File: src/rtl/if_fetch_stage_pkg.sv
// Package for the MIPS PPU instruction-fetch stage.
// Holds the shared instruction-set constants used by the fetch stage, its
// interface and the PC/nPC register.
//   INSTR_W  : instruction word width
//   MIPS_NOP : encoding loaded into IF/ID for a bubble
//   PC_STEP  : byte distance between sequential instructions
package if_fetch_stage_pkg;

    localparam int INSTR_W = 32;
    localparam logic [INSTR_W-1:0] MIPS_NOP = 32'h0000_0000;
    localparam int PC_STEP = 4;

    typedef logic [INSTR_W-1:0] instr_t;

endpackage : if_fetch_stage_pkg

File: src/rtl/if_fetch_stage_if.sv
// Bus interface of the instruction-fetch stage.
// Groups the hazard-unit controls, the branch redirect, the instruction
// memory port and the IF/ID register outputs.
//   master : the fetch stage (drives imem_addr and ifid_*)
//   slave  : the surrounding pipeline / memory (drives controls and imem_rdata)
interface if_fetch_stage_if
    import if_fetch_stage_pkg::*;
#(
    parameter int ADDR_W = 32
);
    logic              stall;
    logic              flush;
    logic              branch_taken;
    logic [ADDR_W-1:0] branch_target;
    logic [ADDR_W-1:0] imem_addr;
    instr_t            imem_rdata;
    instr_t            ifid_instr;
    logic [ADDR_W-1:0] ifid_pc;
    logic [ADDR_W-1:0] ifid_pc8;
    logic              ifid_valid;

    modport master (
        input  stall, flush, branch_taken, branch_target, imem_rdata,
        output imem_addr, ifid_instr, ifid_pc, ifid_pc8, ifid_valid
    );

    modport slave (
        output stall, flush, branch_taken, branch_target, imem_rdata,
        input  imem_addr, ifid_instr, ifid_pc, ifid_pc8, ifid_valid
    );

endinterface : if_fetch_stage_if

File: src/rtl/if_fetch_stage_pc_npc_register.sv
// PC/nPC register pair giving one architectural branch delay slot.
// Ports:
//   clk, reset_n   : clock, asynchronous active-low reset
//   stall          : 1 = hold both PC and nPC (branch_taken ignored)
//   branch_taken   : 1 = nPC takes the aligned branch_target on this edge
//   branch_target  : redirect address, low two bits forced to zero
//   pc, npc        : current fetch address and the one after it
// Sequential increments wrap modulo 2^ADDR_W.
module pc_npc_register
    import if_fetch_stage_pkg::*;
#(
    parameter int                ADDR_W   = 32,
    parameter logic [ADDR_W-1:0] RESET_PC = {ADDR_W{1'b0}}
) (
    input  logic              clk,
    input  logic              reset_n,
    input  logic              stall,
    input  logic              branch_taken,
    input  logic [ADDR_W-1:0] branch_target,
    output logic [ADDR_W-1:0] pc,
    output logic [ADDR_W-1:0] npc
);

    localparam logic [ADDR_W-1:0] STEP_C     = ADDR_W'(PC_STEP);
    localparam logic [ADDR_W-1:0] ALIGN_MASK = ~{{(ADDR_W-2){1'b0}}, 2'b11};

    logic [ADDR_W-1:0] pc_r;
    logic [ADDR_W-1:0] npc_r;
    logic [ADDR_W-1:0] pc_next_s;
    logic [ADDR_W-1:0] npc_next_s;

    // Next PC/nPC: PC always follows nPC, so a redirect lands one fetch later.
    always_comb begin
        pc_next_s  = pc_r;
        npc_next_s = npc_r;
        if (stall) begin
            pc_next_s  = pc_r;
            npc_next_s = npc_r;
        end else begin
            pc_next_s = npc_r;
            if (branch_taken) begin
                npc_next_s = branch_target & ALIGN_MASK;
            end else begin
                npc_next_s = npc_r + STEP_C;
            end
        end
    end

    // PC/nPC state register.
    always_ff @(posedge clk or negedge reset_n) begin
        if (!reset_n) begin
            pc_r  <= RESET_PC;
            npc_r <= RESET_PC + STEP_C;
        end else begin
            pc_r  <= pc_next_s;
            npc_r <= npc_next_s;
        end
    end

    assign pc  = pc_r;
    assign npc = npc_r;

endmodule : pc_npc_register

File: src/rtl/if_fetch_stage.sv
// Instruction-fetch stage of the MIPS PPU, upstream of decode/control.
// Ports:
//   clk, reset_n : clock, asynchronous active-low reset
//   bus          : if_fetch_stage_if.master -- stall/flush from the hazard
//                  unit, branch redirect, instruction memory port
//                  (imem_addr = PC, combinational) and the registered
//                  IF/ID outputs ifid_instr/ifid_pc/ifid_pc8/ifid_valid
//   perf_fetch_cnt, perf_stall_cnt : only when IF_PERF_COUNT_EN is defined;
//                  count real fetches (stall=0, flush=0) and stalled edges
// Optional feature macro: IF_PERF_COUNT_EN.
module if_fetch_stage
    import if_fetch_stage_pkg::*;
#(
    parameter int                ADDR_W   = 32,
    parameter logic [ADDR_W-1:0] RESET_PC = {ADDR_W{1'b0}}
) (
    input  logic              clk,
    input  logic              reset_n,
    if_fetch_stage_if.master  bus
`ifdef IF_PERF_COUNT_EN
    ,
    output logic [31:0]       perf_fetch_cnt,
    output logic [31:0]       perf_stall_cnt
`endif
);

    localparam logic [ADDR_W-1:0] LINK_OFS = ADDR_W'(2 * PC_STEP);

    logic [ADDR_W-1:0] pc_s;
    logic [ADDR_W-1:0] npc_s;

    instr_t            ifid_instr_r;
    logic [ADDR_W-1:0] ifid_pc_r;
    logic [ADDR_W-1:0] ifid_pc8_r;
    logic              ifid_valid_r;

    instr_t            instr_next_s;
    logic [ADDR_W-1:0] pc_next_s;
    logic [ADDR_W-1:0] pc8_next_s;
    logic              valid_next_s;

    pc_npc_register #(
        .ADDR_W   (ADDR_W),
        .RESET_PC (RESET_PC)
    ) u_pc_npc (
        .clk           (clk),
        .reset_n       (reset_n),
        .stall         (bus.stall),
        .branch_taken  (bus.branch_taken),
        .branch_target (bus.branch_target),
        .pc            (pc_s),
        .npc           (npc_s)
    );

    assign bus.imem_addr = pc_s;

    // IF/ID next state: flush forces a bubble even while stalled; the PC
    // fields follow the fetch and therefore freeze whenever PC freezes.
    always_comb begin
        instr_next_s = ifid_instr_r;
        valid_next_s = ifid_valid_r;
        pc_next_s    = ifid_pc_r;
        pc8_next_s   = ifid_pc8_r;
        if (bus.flush) begin
            instr_next_s = MIPS_NOP;
            valid_next_s = 1'b0;
        end else if (!bus.stall) begin
            instr_next_s = bus.imem_rdata;
            valid_next_s = 1'b1;
        end else begin
            instr_next_s = ifid_instr_r;
            valid_next_s = ifid_valid_r;
        end
        if (!bus.stall) begin
            pc_next_s  = pc_s;
            pc8_next_s = pc_s + LINK_OFS;
        end else begin
            pc_next_s  = ifid_pc_r;
            pc8_next_s = ifid_pc8_r;
        end
    end

    // IF/ID pipeline register.
    always_ff @(posedge clk or negedge reset_n) begin
        if (!reset_n) begin
            ifid_instr_r <= MIPS_NOP;
            ifid_pc_r    <= {ADDR_W{1'b0}};
            ifid_pc8_r   <= {ADDR_W{1'b0}};
            ifid_valid_r <= 1'b0;
        end else begin
            ifid_instr_r <= instr_next_s;
            ifid_pc_r    <= pc_next_s;
            ifid_pc8_r   <= pc8_next_s;
            ifid_valid_r <= valid_next_s;
        end
    end

    assign bus.ifid_instr = ifid_instr_r;
    assign bus.ifid_pc    = ifid_pc_r;
    assign bus.ifid_pc8   = ifid_pc8_r;
    assign bus.ifid_valid = ifid_valid_r;

`ifdef IF_PERF_COUNT_EN
    logic [31:0] fetch_cnt_r;
    logic [31:0] stall_cnt_r;

    // Performance counters; both wrap silently at 2^32.
    always_ff @(posedge clk or negedge reset_n) begin
        if (!reset_n) begin
            fetch_cnt_r <= 32'd0;
            stall_cnt_r <= 32'd0;
        end else begin
            if (!bus.stall && !bus.flush) begin
                fetch_cnt_r <= fetch_cnt_r + 32'd1;
            end else begin
                fetch_cnt_r <= fetch_cnt_r;
            end
            if (bus.stall) begin
                stall_cnt_r <= stall_cnt_r + 32'd1;
            end else begin
                stall_cnt_r <= stall_cnt_r;
            end
        end
    end

    assign perf_fetch_cnt = fetch_cnt_r;
    assign perf_stall_cnt = stall_cnt_r;
`endif

endmodule : if_fetch_stage

File: src/flat_wrapper.sv
// flat-port wrapper written by rule: the top's interface ports become plain ports
module if_fetch_stage_flat import if_fetch_stage_pkg::*;
#(
    parameter int                ADDR_W   = 32,
    parameter logic [ADDR_W-1:0] RESET_PC = {ADDR_W{1'b0}}
)
  (clk, reset_n, bus_stall, bus_flush, bus_branch_taken, bus_branch_target, bus_imem_rdata, bus_imem_addr, bus_ifid_instr, bus_ifid_pc, bus_ifid_pc8, bus_ifid_valid);
  if_fetch_stage_if #(.ADDR_W(ADDR_W)) bus_i ();
  input  logic clk;
  input  logic reset_n;
  input wire logic [$bits(bus_i.stall)-1:0] bus_stall;
  input wire logic [$bits(bus_i.flush)-1:0] bus_flush;
  input wire logic [$bits(bus_i.branch_taken)-1:0] bus_branch_taken;
  input wire logic [$bits(bus_i.branch_target)-1:0] bus_branch_target;
  input wire logic [$bits(bus_i.imem_rdata)-1:0] bus_imem_rdata;
  output wire logic [$bits(bus_i.imem_addr)-1:0] bus_imem_addr;
  output wire logic [$bits(bus_i.ifid_instr)-1:0] bus_ifid_instr;
  output wire logic [$bits(bus_i.ifid_pc)-1:0] bus_ifid_pc;
  output wire logic [$bits(bus_i.ifid_pc8)-1:0] bus_ifid_pc8;
  output wire logic [$bits(bus_i.ifid_valid)-1:0] bus_ifid_valid;
  assign bus_i.stall = bus_stall;
  assign bus_i.flush = bus_flush;
  assign bus_i.branch_taken = bus_branch_taken;
  assign bus_i.branch_target = bus_branch_target;
  assign bus_i.imem_rdata = bus_imem_rdata;
  assign bus_imem_addr = bus_i.imem_addr;
  assign bus_ifid_instr = bus_i.ifid_instr;
  assign bus_ifid_pc = bus_i.ifid_pc;
  assign bus_ifid_pc8 = bus_i.ifid_pc8;
  assign bus_ifid_valid = bus_i.ifid_valid;
  if_fetch_stage #(.ADDR_W(ADDR_W), .RESET_PC(RESET_PC)) u_core (.clk(clk), .reset_n(reset_n), .bus(bus_i));
endmodule
File: config.mk
export PLATFORM = sky130hd
export DESIGN_NAME = if_fetch_stage_flat
export DESIGN_NICKNAME = d
export VERILOG_FILES = /design/src/rtl/if_fetch_stage_pkg.sv /design/src/rtl/if_fetch_stage_if.sv /design/src/rtl/if_fetch_stage_pc_npc_register.sv /design/src/rtl/if_fetch_stage.sv /design/src/flat_wrapper.sv
export SDC_FILE = /design/constraint.sdc
export NUM_CORES = 1
export LEC_CHECK = 0
export BUFFER_PORTS_ARGS = -buffer_cell sky130_fd_sc_hd__buf_2
export CORE_UTILIZATION = 49
export CTS_BUF_LIST = sky130_fd_sc_hd__clkbuf_2 sky130_fd_sc_hd__clkbuf_4 sky130_fd_sc_hd__clkbuf_8
export DETAILED_ROUTE_END_ITERATION = 8
export PLACE_DENSITY = 0.8
export SLEW_MARGIN = 30
export SYNTH_ARGS = -nofsm -noshare
export SYNTH_HDL_FRONTEND = slang
export SYNTH_SLANG_ARGS = --single-unit
File: constraint.sdc
create_clock -name clk -period 1.8 [get_ports clk]
set_input_delay 0.54 -clock clk [delete_from_list [all_inputs] [get_ports clk]]
set_output_delay 0.54 -clock clk [all_outputs]
set_load 0.03 [all_outputs]
==> impl_metrics.toml <==
[outcome]
violations = "negative setup slack"
status = "complete, but fails checks"

[layout]
final_core_util_pct = 67.46
drive_above_1_share_pct = 44.65
fin_cells = 1114
area_growth_pct = 32.50
finalNetCount = 992
antenna_cells = 0

[logic_synthesis]
syn_inst = 673
netlist_top_cells_count = "dfrtp_1 (151), nand2_1 (63), mux2_2 (54)"
synth_edf_count = 0
synth_cell_types = 57
synth_fa_ha_area_share_pct = 0.3500
muxShareOfSynthArea_pct = 13.27
yosys_most_used_dff = "dfrtp_1"
yosys.area.top_type = "dfrtp_1"
synth_area_per_cell_um2 = 10.62
synth-simple-area-share_pct = 17.03
ys_seq_area_share_pct = 53.22
synth-xor-area-share_pct = 3.308
yosysMostFrequentCell = "dfrtp_1"
ys_seq_elements = 152
synth_compound_area_share_pct = 8.575
ys_async_sr_fraction_pct = 100.0
synthDominantCellAreaShare_pct = 52.85
yosysWarnings = 0
synth_area_leaders = "dfrtp_1 (53%), mux2_2 (8.5%), mux2i_1 (4.8%)"
synthesis.area_um2 = 7149
synth_top_family_by_area = "simple AND/OR/NAND/NOR gates"

[global_route]
grt_pass1_wl_um = 29100
antenna_found_initial = 1
grt_pass1_vias = 5998
busiest_layer = "met2"
use_met3_pct = 7.063
grtUsageTotal_pct = 25.25
grt_max_degree = 71
grt_overflow = 0
grt_use_met2_pct = 41.96
met1_usage_pct = 31.37

[timing]
slew_headroom_pct = 62.27
setup_viol = 3
tightest_slew_ns = 0.5659
setup_tns_ns = -0.2281
clock_skew_ns = 0.01364
period_needed_ns = 1.953
period_share_pct = 108.5
maxSlewViolCount = 0
rsz0062_at_grt = "yes"
max_freq_ghz = 0.5119
hold_viol = 0
post-route-worst-setup-slack_ns = -0.1534

[setup_path]
crit_slowest_cell = "dfrtp_1"
cpPeakStageDelay_ns = 0.39
crit_path_end_kind = "flip-flop"
worstSetupPathType = "flip-flop to flip-flop"
cp.required_ns = 2.16
path_max_fanout = 3
startpoint = "u_core.u_pc_npc.npc[18]"
cp_common_cell = "buf_4"
critPathLaunchType = "flip-flop"
timing.rr.start = "u_core.u_pc_npc.npc[18]"
crit_path_cell_trace = "nand4_1 -> buf_4 -> nor4_4 -> buf_4 -> buf_4 -> nand4_1 -> a221o_1 -> a41oi_2"
arrival_ns = 2.32

[clocking]
clkSinkCount = 152
cts_tree = "built"
clkLatencyLatePin_ns = 0.45
cts_buffers = 17
clk_path_buf_depth = 2
root_buffer = "clkbuf_8"
htreeDepth = 4
path_clk_slew_ns = 0.08

[placed_design]
place_hpwl_um = 13200
dp_cells = 1070
port_buffers = 189
gp_congestion = 0.8987

[detailed_routing]
drc_errors = 0
wl_per_cell_um = 16.97
drtIter0Drc = 562
vias = 6217
avgViaCountPerCell = 5.581
drt-total-wl_um = 18910
drt_pre_antenna_iters = 7
drtAntennaViolNets = 0

[floorplanning]
coreArea_um2 = 14040
initial_core_util_pct = 50.91
io_pins = 198
chipHeight_um = 122.8
num_rows = 43
die_w_um = 122.8
dieArea_um2 = 15080

[power_and_ir_drop]
leakagePower_nw = 4.452
power.density_nw_per_um2 = 1048
ir_drop_mv = 0.7094

[min_path]
hold_class = "primary input to flip-flop"
hp-start = "bus_branch_target[28]"

[job]
max_cap_viol_count = 0
==> layout by cell type (no fill, tap or decap), drive strengths merged, types with 2 or more instances in the layout <==
| cell | n |
|---|---|
| buf | 273 |
| dfrtp | 151 |
| nand2 | 63 |
| o21ai | 56 |
| mux2 | 54 |
| nor2 | 52 |
| mux2i | 34 |
| nor3 | 32 |
| nand3 | 25 |
| clkbuf | 20 |
| xnor2 | 18 |
| a21oi | 17 |
| inv | 17 |
| nor4 | 17 |
| nand4 | 14 |
| xor2 | 9 |
| and3 | 9 |
| a22oi | 6 |
| conb | 6 |
| clkinvlp | 6 |
| and4 | 6 |
| and2 | 4 |
| o311ai | 4 |
| nor3b | 3 |
| or4 | 3 |
| clkinv | 3 |
| or3 | 2 |
| o211ai | 2 |
| nor2b | 2 |
| o31ai | 2 |
| a32oi | 2 |
| a31oi | 2 |
| o22a | 2 |
| o22ai | 2 |
| ha | 2 |
==> metal layers <==
layer,up-vias,wire [um],part of all wire (%)
met3,45,1518,8.0
met5,-,10,0.053
li1,2879,-,-
met4,2,390,2.1
met2,290,9129,48
met1,3001,7859,42
==> cells by family after synthesis <==
| logic type | Yosys count |
|---|---|
| flip-flops | 152 |
| AO/OA/AOI/OAI | 104 |
| AND/OR/NAND/NOR | 234 |
| buffers and inverters | 65 |
| adder cells (fa/ha/maj) | 2 |
| other | 1 |
| XOR/XNOR | 27 |
| multiplexers | 88 |
==> critical path, delay by kind of cell (launching register included) <==
family                 cells  cell delay [ns]
AO/OA/AOI/OAI              2             0.53
buffers and inverters      3             0.48
flip-flops                 1             0.39
AND/OR/NAND/NOR            3             0.47
==> power breakdown <==
part | internal, mW | leakage [nW] | switching [mW]
sequential | 3.95 | 1.85 | 0.426
combinational | 1.13 | 2.43 | 1.91
clock | 1.18 | 0.178 | 1.33
==> per-stage QoR <==
step / power (mW) / hold slack (ns) / cell area, um2 / setup slack, ns
after detailed placement: 7.329 / 0.4680 / 8762 / -0.07619
final: 9.925 / 0.3131 / 9473 / -0.1534
after CTS: 9.843 / 0.2992 / 9206 / -0.01540
after global placement: 7.239 / 0.4626 / 8762 / -0.05210
after floorplan: 6.212 / 0.2444 / 7213 / -0.05228
after global routing: 10.41 / 0.3160 / 9473 / -0.1967
==> state kept, by name, summed over array words and instances (netlist names) <==
| signal | count |
|---|---|
| u_core.bus.ifid_instr | 32 |
| u_core.u_pc_npc.npc | 30 |
| u_core.u_pc_npc.pc | 30 |
| u_core.bus.ifid_valid | 1 |
| u_core.bus.ifid_pc | 29 |
| u_core.bus.ifid_pc8 | 30 |
==> area by class of cell <==
class	count	area, um2
Inverter	15	56.30
Clock inverter	12	120.1
Sequential cell	152	3820
Multi-Input combinational cell	461	3302
Fill cell	1040	4569
Clock buffer	20	262.8
Tap cell	180	225.2
Timing Repair Buffer	274	1687
==> worst paths after layout <==
kind                                            to  slack, ns  depth (start not counted)
max in group asynchronous  u_core.u_pc_npc.npc[18]       0.63                          3
hold reg to reg            u_core.bus.ifid_pc8[20]       0.48                          2
hold / removal             u_core.u_pc_npc.npc[28]       0.31                          3
min in group asynchronous    u_core.bus.ifid_pc[8]       0.57                          2
setup reg to reg           u_core.u_pc_npc.npc[29]      -0.15                          8
setup / recovery           u_core.u_pc_npc.npc[29]      -0.15                          8
==> repair_timing <==
action                     in CTS  in global routing
hold endpoints to repair       33                  0
cloned                          0                  0
setup endpoints to repair       4                 27
buffers inserted                2                  9
pin swaps                       2                 13
resized for setup               7                 46
hold buffers                    1                  0
Note: power is estimated with default switching activity, not from simulation.
